===== src/rtl/avalon_master_pkg.sv =====
// -----------------------------------------------------------------------------
// avalon_master_pkg
// Shared definitions for the single-transfer Avalon-MM master:
//   - bus width constants (address / data / byte-enable / burstcount)
//   - controller state enumeration
//   - command legality helper used at command acceptance
// -----------------------------------------------------------------------------
package avalon_master_pkg;

    localparam int AVM_ADDR_W  = 32;
    localparam int AVM_DATA_W  = 32;
    localparam int AVM_BE_W    = AVM_DATA_W / 8;
    localparam int AVM_BURST_W = 3;

    // Only single-beat transfers are ever issued.
    localparam logic [AVM_BURST_W-1:0] BURSTCOUNT_SINGLE = 3'd1;

    typedef enum logic [1:0] {
        ST_IDLE    = 2'd0,  // waiting for a user command
        ST_XFER    = 2'd1,  // READ/WRITE asserted on the bus
        ST_RD_WAIT = 2'd2,  // read accepted, waiting for READDATAVALID
        ST_RESP    = 2'd3   // one-cycle response pulse
    } state_e;

    // A command is legal when it is word aligned and enables at least one lane.
    function automatic logic cmd_is_legal(input logic [AVM_ADDR_W-1:0] addr,
                                          input logic [AVM_BE_W-1:0]   be);
        return (addr[1:0] == 2'b00) && (be != '0);
    endfunction

endpackage


===== src/rtl/avalon_master_if.sv =====
// -----------------------------------------------------------------------------
// avalon_master_if
// Bundles the user command/response handshake and the Avalon-MM bus.
//   master modport : the avalon_master block (drives cmd_ready, rsp_*, bus ctrl)
//   slave  modport : the environment (user command source + Avalon slave)
// Signals:
//   cmd_valid/cmd_ready/cmd_write/cmd_address/cmd_writedata/cmd_byte_enable
//   rsp_valid/rsp_readdata/rsp_error
//   address/writedata/byte_enable/read/write/begintransfer/lock/
//   beginbursttransfer/burstcount (to slave)
//   readdata/waitrequest/readdatavalid (from slave)
// -----------------------------------------------------------------------------
interface avalon_master_if;
    import avalon_master_pkg::*;

    // user command side
    logic                   cmd_valid;
    logic                   cmd_ready;
    logic                   cmd_write;
    logic [AVM_ADDR_W-1:0]  cmd_address;
    logic [AVM_DATA_W-1:0]  cmd_writedata;
    logic [AVM_BE_W-1:0]    cmd_byte_enable;

    // user response side
    logic                   rsp_valid;
    logic [AVM_DATA_W-1:0]  rsp_readdata;
    logic                   rsp_error;

    // Avalon-MM bus
    logic [AVM_ADDR_W-1:0]  address;
    logic [AVM_DATA_W-1:0]  writedata;
    logic [AVM_BE_W-1:0]    byte_enable;
    logic                   read;
    logic                   write;
    logic                   begintransfer;
    logic                   lock;
    logic                   beginbursttransfer;
    logic [AVM_BURST_W-1:0] burstcount;
    logic [AVM_DATA_W-1:0]  readdata;
    logic                   waitrequest;
    logic                   readdatavalid;

    modport master (
        input  cmd_valid, cmd_write, cmd_address, cmd_writedata, cmd_byte_enable,
        output cmd_ready,
        output rsp_valid, rsp_readdata, rsp_error,
        output address, writedata, byte_enable, read, write, begintransfer,
        output lock, beginbursttransfer, burstcount,
        input  readdata, waitrequest, readdatavalid
    );

    modport slave (
        output cmd_valid, cmd_write, cmd_address, cmd_writedata, cmd_byte_enable,
        input  cmd_ready,
        input  rsp_valid, rsp_readdata, rsp_error,
        input  address, writedata, byte_enable, read, write, begintransfer,
        input  lock, beginbursttransfer, burstcount,
        output readdata, waitrequest, readdatavalid
    );

endinterface


===== src/rtl/avalon_master_timeout.sv =====
// -----------------------------------------------------------------------------
// avalon_master_timeout
// Per-transfer cycle counter.
//   i_clk      : clock
//   i_rst_n    : asynchronous active-low reset
//   i_clear    : restart counting from zero (priority over enable)
//   i_enable   : count this cycle
//   o_expired  : the current cycle is the TIMEOUT-th counted cycle (or later)
// The counter saturates at TIMEOUT-1, so it never wraps back to "not expired".
// -----------------------------------------------------------------------------
module avalon_master_timeout #(
    parameter int TIMEOUT = 16
) (
    input  logic i_clk,
    input  logic i_rst_n,
    input  logic i_clear,
    input  logic i_enable,
    output logic o_expired
);

    localparam int               CNT_W = (TIMEOUT > 2) ? $clog2(TIMEOUT) : 1;
    localparam logic [CNT_W-1:0] LAST  = CNT_W'(TIMEOUT - 1);

    logic [CNT_W-1:0] r_count;

    always_ff @(posedge i_clk or negedge i_rst_n) begin
        if (!i_rst_n) begin
            r_count <= '0;
        end else if (i_clear) begin
            r_count <= '0;
        end else if (i_enable && (r_count != LAST)) begin
            r_count <= r_count + CNT_W'(1);
        end
    end

    // Count value k means k bus cycles have already elapsed, so k == TIMEOUT-1
    // marks the last allowed cycle.
    assign o_expired = (r_count == LAST);

endmodule


===== src/rtl/avalon_master.sv =====
// -----------------------------------------------------------------------------
// avalon_master
// Turns single user commands into single Avalon-MM read/write transfers with a
// per-transfer timeout, and returns a one-cycle response pulse.
//   i_clk   : clock, all state changes on the rising edge
//   i_rst_n : asynchronous active-low reset
//   bus     : avalon_master_if.master (command, response and Avalon-MM bus)
// Parameter TIMEOUT: cycles allowed in XFER+RD_WAIT before abort (2..255).
// -----------------------------------------------------------------------------
module avalon_master
    import avalon_master_pkg::*;
#(
    parameter int TIMEOUT = 16
) (
    input  logic            i_clk,
    input  logic            i_rst_n,
    avalon_master_if.master bus
);

    state_e                r_state;
    state_e                w_state_next;

    logic [AVM_ADDR_W-1:0] r_addr;
    logic [AVM_DATA_W-1:0] r_wdata;
    logic [AVM_BE_W-1:0]   r_be;
    logic                  r_write;
    logic                  r_first;   // first XFER cycle -> BEGINTRANSFER
    logic                  r_error;
    logic [AVM_DATA_W-1:0] r_rdata;

    logic                  w_cmd_ready;
    logic                  w_legal;
    logic                  w_accept;
    logic                  w_capture;
    logic                  w_abort;
    logic                  w_count_en;
    logic                  w_expired;
    logic                  w_in_xfer;
    logic                  w_in_resp;

    assign w_legal = cmd_is_legal(bus.cmd_address, bus.cmd_byte_enable);

    // ---------------------------------------------------------------- timeout
    avalon_master_timeout #(
        .TIMEOUT (TIMEOUT)
    ) u_timeout (
        .i_clk     (i_clk),
        .i_rst_n   (i_rst_n),
        .i_clear   (w_accept),
        .i_enable  (w_count_en),
        .o_expired (w_expired)
    );

    // ------------------------------------------------------------ state reg
    always_ff @(posedge i_clk or negedge i_rst_n) begin
        if (!i_rst_n) begin
            r_state <= ST_IDLE;
        end else begin
            r_state <= w_state_next;
        end
    end

    // ------------------------------------------------ next state / controls
    always_comb begin
        w_state_next = r_state;
        w_accept     = 1'b0;
        w_capture    = 1'b0;
        w_abort      = 1'b0;
        w_in_xfer    = (r_state == ST_XFER);
        w_in_resp    = (r_state == ST_RESP);
        w_count_en   = (r_state == ST_XFER) || (r_state == ST_RD_WAIT);
        // Reset forces IDLE, but the block must not look ready while held.
        w_cmd_ready  = (r_state == ST_IDLE) && i_rst_n;

        unique case (r_state)
            ST_IDLE: begin
                if (bus.cmd_valid && w_cmd_ready) begin
                    w_accept     = 1'b1;
                    // Illegal commands never touch the bus.
                    w_state_next = w_legal ? ST_XFER : ST_RESP;
                end
            end
            ST_XFER: begin
                // Completion is checked before expiry so it wins a tie.
                if (!bus.waitrequest) begin
                    if (r_write) begin
                        w_state_next = ST_RESP;
                    end else if (bus.readdatavalid) begin
                        w_capture    = 1'b1;
                        w_state_next = ST_RESP;
                    end else if (w_expired) begin
                        w_abort      = 1'b1;
                        w_state_next = ST_RESP;
                    end else begin
                        w_state_next = ST_RD_WAIT;
                    end
                end else if (w_expired) begin
                    w_abort      = 1'b1;
                    w_state_next = ST_RESP;
                end
            end
            ST_RD_WAIT: begin
                if (bus.readdatavalid) begin
                    w_capture    = 1'b1;
                    w_state_next = ST_RESP;
                end else if (w_expired) begin
                    w_abort      = 1'b1;
                    w_state_next = ST_RESP;
                end
            end
            ST_RESP: begin
                w_state_next = ST_IDLE;
            end
            default: begin
                w_state_next = ST_IDLE;
            end
        endcase
    end

    // -------------------------------------------------------- datapath regs
    always_ff @(posedge i_clk or negedge i_rst_n) begin
        if (!i_rst_n) begin
            r_addr  <= '0;
            r_wdata <= '0;
            r_be    <= '0;
            r_write <= 1'b0;
            r_first <= 1'b0;
            r_error <= 1'b0;
            r_rdata <= '0;
        end else begin
            r_first <= 1'b0;
            if (w_accept) begin
                r_addr  <= bus.cmd_address;
                r_wdata <= bus.cmd_writedata;
                r_be    <= bus.cmd_byte_enable;
                r_write <= bus.cmd_write;
                r_first <= w_legal;
                r_error <= ~w_legal;
                r_rdata <= '0;
            end else begin
                if (w_capture) begin
                    r_rdata <= bus.readdata;
                end
                if (w_abort) begin
                    r_error <= 1'b1;
                    r_rdata <= '0;
                end
            end
        end
    end

    // --------------------------------------------------------------- outputs
    assign bus.cmd_ready          = w_cmd_ready;

    assign bus.read               = w_in_xfer && !r_write;
    assign bus.write              = w_in_xfer &&  r_write;
    assign bus.begintransfer      = w_in_xfer && r_first;
    assign bus.address            = w_in_xfer ? r_addr  : '0;
    assign bus.writedata          = w_in_xfer ? r_wdata : '0;
    assign bus.byte_enable        = w_in_xfer ? r_be    : '0;

    assign bus.lock               = 1'b0;
    assign bus.beginbursttransfer = 1'b0;
    assign bus.burstcount         = BURSTCOUNT_SINGLE;

    // Reads report captured data; writes and errors report zero.
    assign bus.rsp_valid          = w_in_resp;
    assign bus.rsp_error          = w_in_resp && r_error;
    assign bus.rsp_readdata       = (w_in_resp && !r_write && !r_error) ? r_rdata : '0;

endmodule


===== src/flat_wrapper.sv =====
// flat-port wrapper written by rule: the top's interface ports become plain ports
module avalon_master_flat import avalon_master_pkg::*;
#(
    parameter int TIMEOUT = 16
)
  (i_clk, i_rst_n, bus_cmd_valid, bus_cmd_write, bus_cmd_address, bus_cmd_writedata, bus_cmd_byte_enable, bus_cmd_ready, bus_rsp_valid, bus_rsp_readdata, bus_rsp_error, bus_address, bus_writedata, bus_byte_enable, bus_read, bus_write, bus_begintransfer, bus_lock, bus_beginbursttransfer, bus_burstcount, bus_readdata, bus_waitrequest, bus_readdatavalid);
  avalon_master_if bus_i ();
  input  logic i_clk;
  input  logic i_rst_n;
  input wire logic [$bits(bus_i.cmd_valid)-1:0] bus_cmd_valid;
  input wire logic [$bits(bus_i.cmd_write)-1:0] bus_cmd_write;
  input wire logic [$bits(bus_i.cmd_address)-1:0] bus_cmd_address;
  input wire logic [$bits(bus_i.cmd_writedata)-1:0] bus_cmd_writedata;
  input wire logic [$bits(bus_i.cmd_byte_enable)-1:0] bus_cmd_byte_enable;
  output wire logic [$bits(bus_i.cmd_ready)-1:0] bus_cmd_ready;
  output wire logic [$bits(bus_i.rsp_valid)-1:0] bus_rsp_valid;
  output wire logic [$bits(bus_i.rsp_readdata)-1:0] bus_rsp_readdata;
  output wire logic [$bits(bus_i.rsp_error)-1:0] bus_rsp_error;
  output wire logic [$bits(bus_i.address)-1:0] bus_address;
  output wire logic [$bits(bus_i.writedata)-1:0] bus_writedata;
  output wire logic [$bits(bus_i.byte_enable)-1:0] bus_byte_enable;
  output wire logic [$bits(bus_i.read)-1:0] bus_read;
  output wire logic [$bits(bus_i.write)-1:0] bus_write;
  output wire logic [$bits(bus_i.begintransfer)-1:0] bus_begintransfer;
  output wire logic [$bits(bus_i.lock)-1:0] bus_lock;
  output wire logic [$bits(bus_i.beginbursttransfer)-1:0] bus_beginbursttransfer;
  output wire logic [$bits(bus_i.burstcount)-1:0] bus_burstcount;
  input wire logic [$bits(bus_i.readdata)-1:0] bus_readdata;
  input wire logic [$bits(bus_i.waitrequest)-1:0] bus_waitrequest;
  input wire logic [$bits(bus_i.readdatavalid)-1:0] bus_readdatavalid;
  assign bus_i.cmd_valid = bus_cmd_valid;
  assign bus_i.cmd_write = bus_cmd_write;
  assign bus_i.cmd_address = bus_cmd_address;
  assign bus_i.cmd_writedata = bus_cmd_writedata;
  assign bus_i.cmd_byte_enable = bus_cmd_byte_enable;
  assign bus_cmd_ready = bus_i.cmd_ready;
  assign bus_rsp_valid = bus_i.rsp_valid;
  assign bus_rsp_readdata = bus_i.rsp_readdata;
  assign bus_rsp_error = bus_i.rsp_error;
  assign bus_address = bus_i.address;
  assign bus_writedata = bus_i.writedata;
  assign bus_byte_enable = bus_i.byte_enable;
  assign bus_read = bus_i.read;
  assign bus_write = bus_i.write;
  assign bus_begintransfer = bus_i.begintransfer;
  assign bus_lock = bus_i.lock;
  assign bus_beginbursttransfer = bus_i.beginbursttransfer;
  assign bus_burstcount = bus_i.burstcount;
  assign bus_i.readdata = bus_readdata;
  assign bus_i.waitrequest = bus_waitrequest;
  assign bus_i.readdatavalid = bus_readdatavalid;
  avalon_master #(.TIMEOUT(TIMEOUT)) u_core (.i_clk(i_clk), .i_rst_n(i_rst_n), .bus(bus_i));
endmodule

===== config.mk =====
export PLATFORM = sky130hd
export DESIGN_NAME = avalon_master_flat
export DESIGN_NICKNAME = d
export VERILOG_FILES = /design/src/rtl/avalon_master_pkg.sv /design/src/rtl/avalon_master_if.sv /design/src/rtl/avalon_master_timeout.sv /design/src/rtl/avalon_master.sv /design/src/flat_wrapper.sv
export SDC_FILE = /design/constraint.sdc
export NUM_CORES = 1
export LEC_CHECK = 0
export CAP_MARGIN = 5
export CORE_AREA = 5 5 130 132
export DETAILED_ROUTE_END_ITERATION = 10
export DIE_AREA = 0 0 135 137
export PLACE_DENSITY = 0.83
export SLEW_MARGIN = 20
export SYNTH_ARGS = -nofsm -noshare
export SYNTH_HDL_FRONTEND = slang
export SYNTH_SLANG_ARGS = --single-unit

===== constraint.sdc =====
create_clock -name i_clk -period 2.05 [get_ports i_clk]
set_input_delay 0.615 -clock i_clk [delete_from_list [all_inputs] [get_ports i_clk]]
set_output_delay 0.615 -clock i_clk [all_outputs]
set_load 0.02 [all_outputs]

Yosys cells after proc, flatten, opt, wreduce, memory -nomap -nowiden
Index checks and enable logic that the tools add are counted.

cells by class
  $add $sub $neg = 1
  equality and inequality tests = 6
  mux-type cells = 32
  bitwise gates (word level) = 1
  reductions and logical operators = 19

operator list
  cell                 count
  $mux 32              6
  $mux 2               7
  $mux 1               13
  $mux 4               3
  $logic_and 1x1->1    10
  $pmux 2 s4           1
  $add 4x1->4 const B  1
  $eq 2x2->1 const B   2
  $eq 4x4->1 const B   1
  $logic_not 2->1      2
  $ne 4x4->1 const B   1
  $pmux 1 s2           2
  $reduce_bool 2->1    2
  $reduce_bool 4->1    1
  $reduce_bool 3->1    1
  $eq 2x1->1 const B   1
  $logic_not 1->1      2
  $ne 2x2->1 const B   1
  $logic_or 1x1->1     1
  $not 1->1            1

storage, ports and cells
  register bits = 109
  input port bits = 106
  logic and storage cells = 68

Logic depth before layout (Yosys ltp)
  word-level depth = 8
  gate-level depth with buffers = 8

Hierarchy
From an unflattened synthesis, not the netlist that was laid out.

unflattened totals
  cell total of the unflattened synthesis = 507
  area, all modules = 5,522.8 um^2

by module, submodules not included
  module                 times used  cells an instance  area each (um^2)  sequential area each (um^2)
  avalon_master          1           487                5,293.8           2,627.5
  avalon_master_timeout  1           20                 229.0             100.1

Least setup slack after synthesis
No wires, ideal clock.

  path kind = register to output
  from = register u_core.r_state[1]
  to = output bus_rsp_readdata[10]
  arrival = 1,534 ps
  setup slack = -99 ps
  cell stages (with the launch flop) = 5
  buffers on the path = 1
  cell sequence = dfrtp_1 -> ha_1 -> nor3b_1 -> clkbuf_1 -> and2_1

between the ends
  cells in the longest elaborated chain, start to end = 4

ends and longest elaborated chain
  item                            RTL line              source
  start: declaration              avalon_master.sv:20   state_e r_state;
  start signal: assignment        avalon_master.sv:59   r_state <= w_state_next;
  $eq 2x2->1                      avalon_master.sv:70   w_in_resp = (r_state == ST_RESP);
  named net bus_rsp_valid         flat_wrapper.sv:16    output wire logic [$bits(bus_i.rsp_valid)-1:0] bus_rsp_valid;
  $logic_and 1x1->1 (2 in a row)  avalon_master.sv:169  assign bus.rsp_readdata = (w_in_resp && !r_write && !r_error) ? r_rdata : '0;
  $mux 32                         avalon_master.sv:169
  end: declaration                flat_wrapper.sv:17    output wire logic [$bits(bus_i.rsp_readdata)-1:0] bus_rsp_readdata;

The timed path passes the listed nets, and every way through them passes these cells.

Worst setup path in the final report
  from = register u_core.r_state[1]
  to = output bus_rsp_readdata[21]

between the ends
  cells in the longest elaborated chain, start to end = 4

ends and longest elaborated chain
  item                            RTL line
  $eq 2x2->1                      avalon_master.sv:70
  $logic_and 1x1->1 (2 in a row)  avalon_master.sv:169
  $mux 32                         avalon_master.sv:169

Every way passes these cells.

==> results.yml <==
outcome:
  outcome: "finished with violations"
  violations: "negative setup slack"
grt:
  grt_use_total_pct: 20.1
  grt_pass1_wl_mm: 30.0
  grt_pass1_vias: 5978
  gr-total-overflow: 0
  antenna_found_initial: 1
  grt_max_degree: 53
clock_tree:
  numCtsBuffers: 9
  holdBufCountCts: 0
  clk_latency_ps: 360
  root_buffer: "clkbuf_16"
  cts_buffer_depth: 2
  clk_pin_slew_worst_paths_ps: 70
  cts.sinks: 109
  tritoncts: "built"
  htree_levels: 3
finish:
  final_layout_size_suffix_gt1_share_pct: 34.1
  mostFrequentLayoutCells: "nand2_1, dfrtp_1, buf_6"
  syn2layout_area_growth_pct: 49.9
  diodes: 0
  finish.utilization_pct: 63.5
  final_nets: 1066
  final_common_cell: "nand2_1"
  design_area_mm2: 0.00991
synthesis:
  synthArstFlopShare_pct: 100
  synth_edf_count: 0
  syn_area_per_cell_um2: 9.01
  synth.distinct_cells: 44
  ys_seq_area_share_pct: 41.3
  ys_warn_count: 0
  syn_inst: 734
  syn_area_mm2: 0.00661
  synth-seq-cells: 109
  ys.flop_type: "dfrtp_1"
routing:
  drt-pass1-iter-count: 5
  drt_iter0_markers: 405
  routed_wl_mm: 19.7
  drtAntennaViolNets: 0
  vias: 6028
  vias_per_cell: 5.13
  avgRoutedWirePerCell_um: 16.8
  drc_errors: 0
timing:
  rsz0062_at_grt: "true"
  fin_crit_sh_pct: 112
  finalWorstSetupSlack_ps: -250
  min_period_ps: 2300
  tns_ps: -18240
  skew_ps: 8.19
  setup_violations: 134
  finalHoldViolCount: 0
  worst_pin_slew_ps: 553
  slew_headroom_pct: 63.2
  timing.fmax_mhz: 435
  drv_slew: 0
place:
  hpwl_mm: 13.2
  gp_congestion: 0.807
  place_area_mm2: 0.00905
  portBuffers: 211
setup_path:
  path_max_fanout: 6
  cp.required_ps: 1430
  arrival_ps: 1680
  crit_path_start_kind: "flop"
  critPathKind: "flop to output pin"
  cp-end-kind: "output pin"
floorplan:
  floorplan.initialDensity_pct: 42.4
  die_area_mm2: 0.0185
  pin_count: 217
  die_w_um: 135
  rows: 46
  core-area_mm2: 0.0156
  die_h_um: 137
power_and_ir_drop:
  ir_drop_v: 0.000761
  p_leak_nw: 4.63
  p_per_area_mw_per_mm2: 1380
min_path:
  hp-class: "input port to asynchronous set/reset pin"
flow_run:
  maxCapViolCount: 0
layout make-up:
class	instances	area, um2
Fill cell	1248	5690
Multi-Input combinational cell	557	3730
Timing Repair Buffer	273	2880
Sequential cell	109	2730
Tap cell	216	270
Clock buffer	10	239
Clock inverter	6	47.5
Inverter	4	18.8
sequential cells by signal, summed over array words and instances, names as in the netlist:
register and cells:
u_core.u_timeout.r_count 4, u_core.r_first 1, u_core.r_wdata 32, u_core.r_state 2, u_core.r_addr 32, u_core.r_rdata 32, u_core.r_error 1, u_core.r_write 1
u_core.r_be 4
layer usage:
layer | vias up | global-route usage (%) | wire length, um
li1 | 2885 | - | -
met1 | 2904 | 25.3 | 7880
met2 | 213 | 33.2 | 9700
met4 | 2 | 5.82 | 300
met3 | 24 | 6.76 | 1810
met5 | - | 0 | 13
per-stage QoR:
stage / hold slack (ps) / worst slack (ps) / power, mW / std cells
floorplan: 319 / 0.999 / 8.52 / 737
global placement: 449 / -274 / 10.7 / 1136
detailed placement: 454 / -329 / 10.9 / 1136
CTS: 364 / -239 / 12.6 / 1156
global route: 408 / -320 / 14.6 / 1175
finish: 363 / -250 / 13.7 / 1175
Yosys cell counts (2+ instances only):
cell type | number | area [um2]
a211oi_1 | 3 | 22.5
a211oi_2 | 30 | 375
a21oi_1 | 35 | 175
and2_1 | 104 | 651
and3_1 | 2 | 12.5
and4_1 | 32 | 280
buf_2 | 16 | 80.1
buf_4 | 10 | 75.1
buf_6 | 8 | 90.1
clkbuf_1 | 31 | 116
conb_1 | 2 | 7.51
dfrtp_1 | 109 | 2730
ha_1 | 6 | 75.1
inv_1 | 4 | 15.0
mux2_2 | 2 | 22.5
mux2_4 | 30 | 450
nand2_1 | 208 | 781
nand2b_1 | 34 | 213
nand3_1 | 34 | 170
nor2_1 | 2 | 7.51
nor3b_1 | 2 | 15.0
nor4_1 | 2 | 12.5
o21ai_0 | 4 | 20.0
o21ba_2 | 2 | 20.0
o311ai_0 | 2 | 17.5
o41ai_1 | 2 | 17.5
power breakdown:
part / total (mW) / internal (mW) / switching, mW
logic: 8.14 / 4.31 / 3.83
registers: 3.84 / 3.15 / 0.694
clock network: 1.70 / 0.865 / 0.834
critical path: stages, from the launching register on:
cell     delay [ps]
dfrtp_1         390
ha_2            190
nor3b_4         180
buf_6           160
buf_6           140
and2_4          160
buf_6           110
repair_timing:
action / in CTS / in global routing
setup buffers: 2 / 17
hold endpoints to repair: 0 / 0
cloned: 2 / 3
resized for setup: 447 / 260
endpoints found under the setup margin: 138 / 138
pin swaps: 5 / 5
kinds of logic after synthesis:
logic type	count (synthesis)	share of synthesized area, %
AO/OA/AOI/OAI	85	10.9
adder cells (fa/ha/maj)	6	1.14
buffers and inverters	71	5.89
flip-flops	109	41.3
multiplexers	32	7.15
other	2	0.114
AND/OR/NAND/NOR	429	33.6
final timing paths:
kind | slack (ps) | start | depth (start not counted) | end
max | -250 | u_core.r_state[1] | 6 | bus_rsp_readdata[21]
min | 360 | i_rst_n | 2 | u_core.r_addr[24]
max reg2reg | -160 | u_core.r_state[1] | 9 | u_core.r_rdata[18]
min reg2reg | 470 | u_core.r_addr[13] | 2 | u_core.r_addr[13]
max in group asynchronous | 1260 | i_rst_n | 2 | u_core.r_rdata[8]
min in group i_clk | 470 | u_core.r_addr[13] | 2 | u_core.r_addr[13]
(Power assumes the default switching activity.)
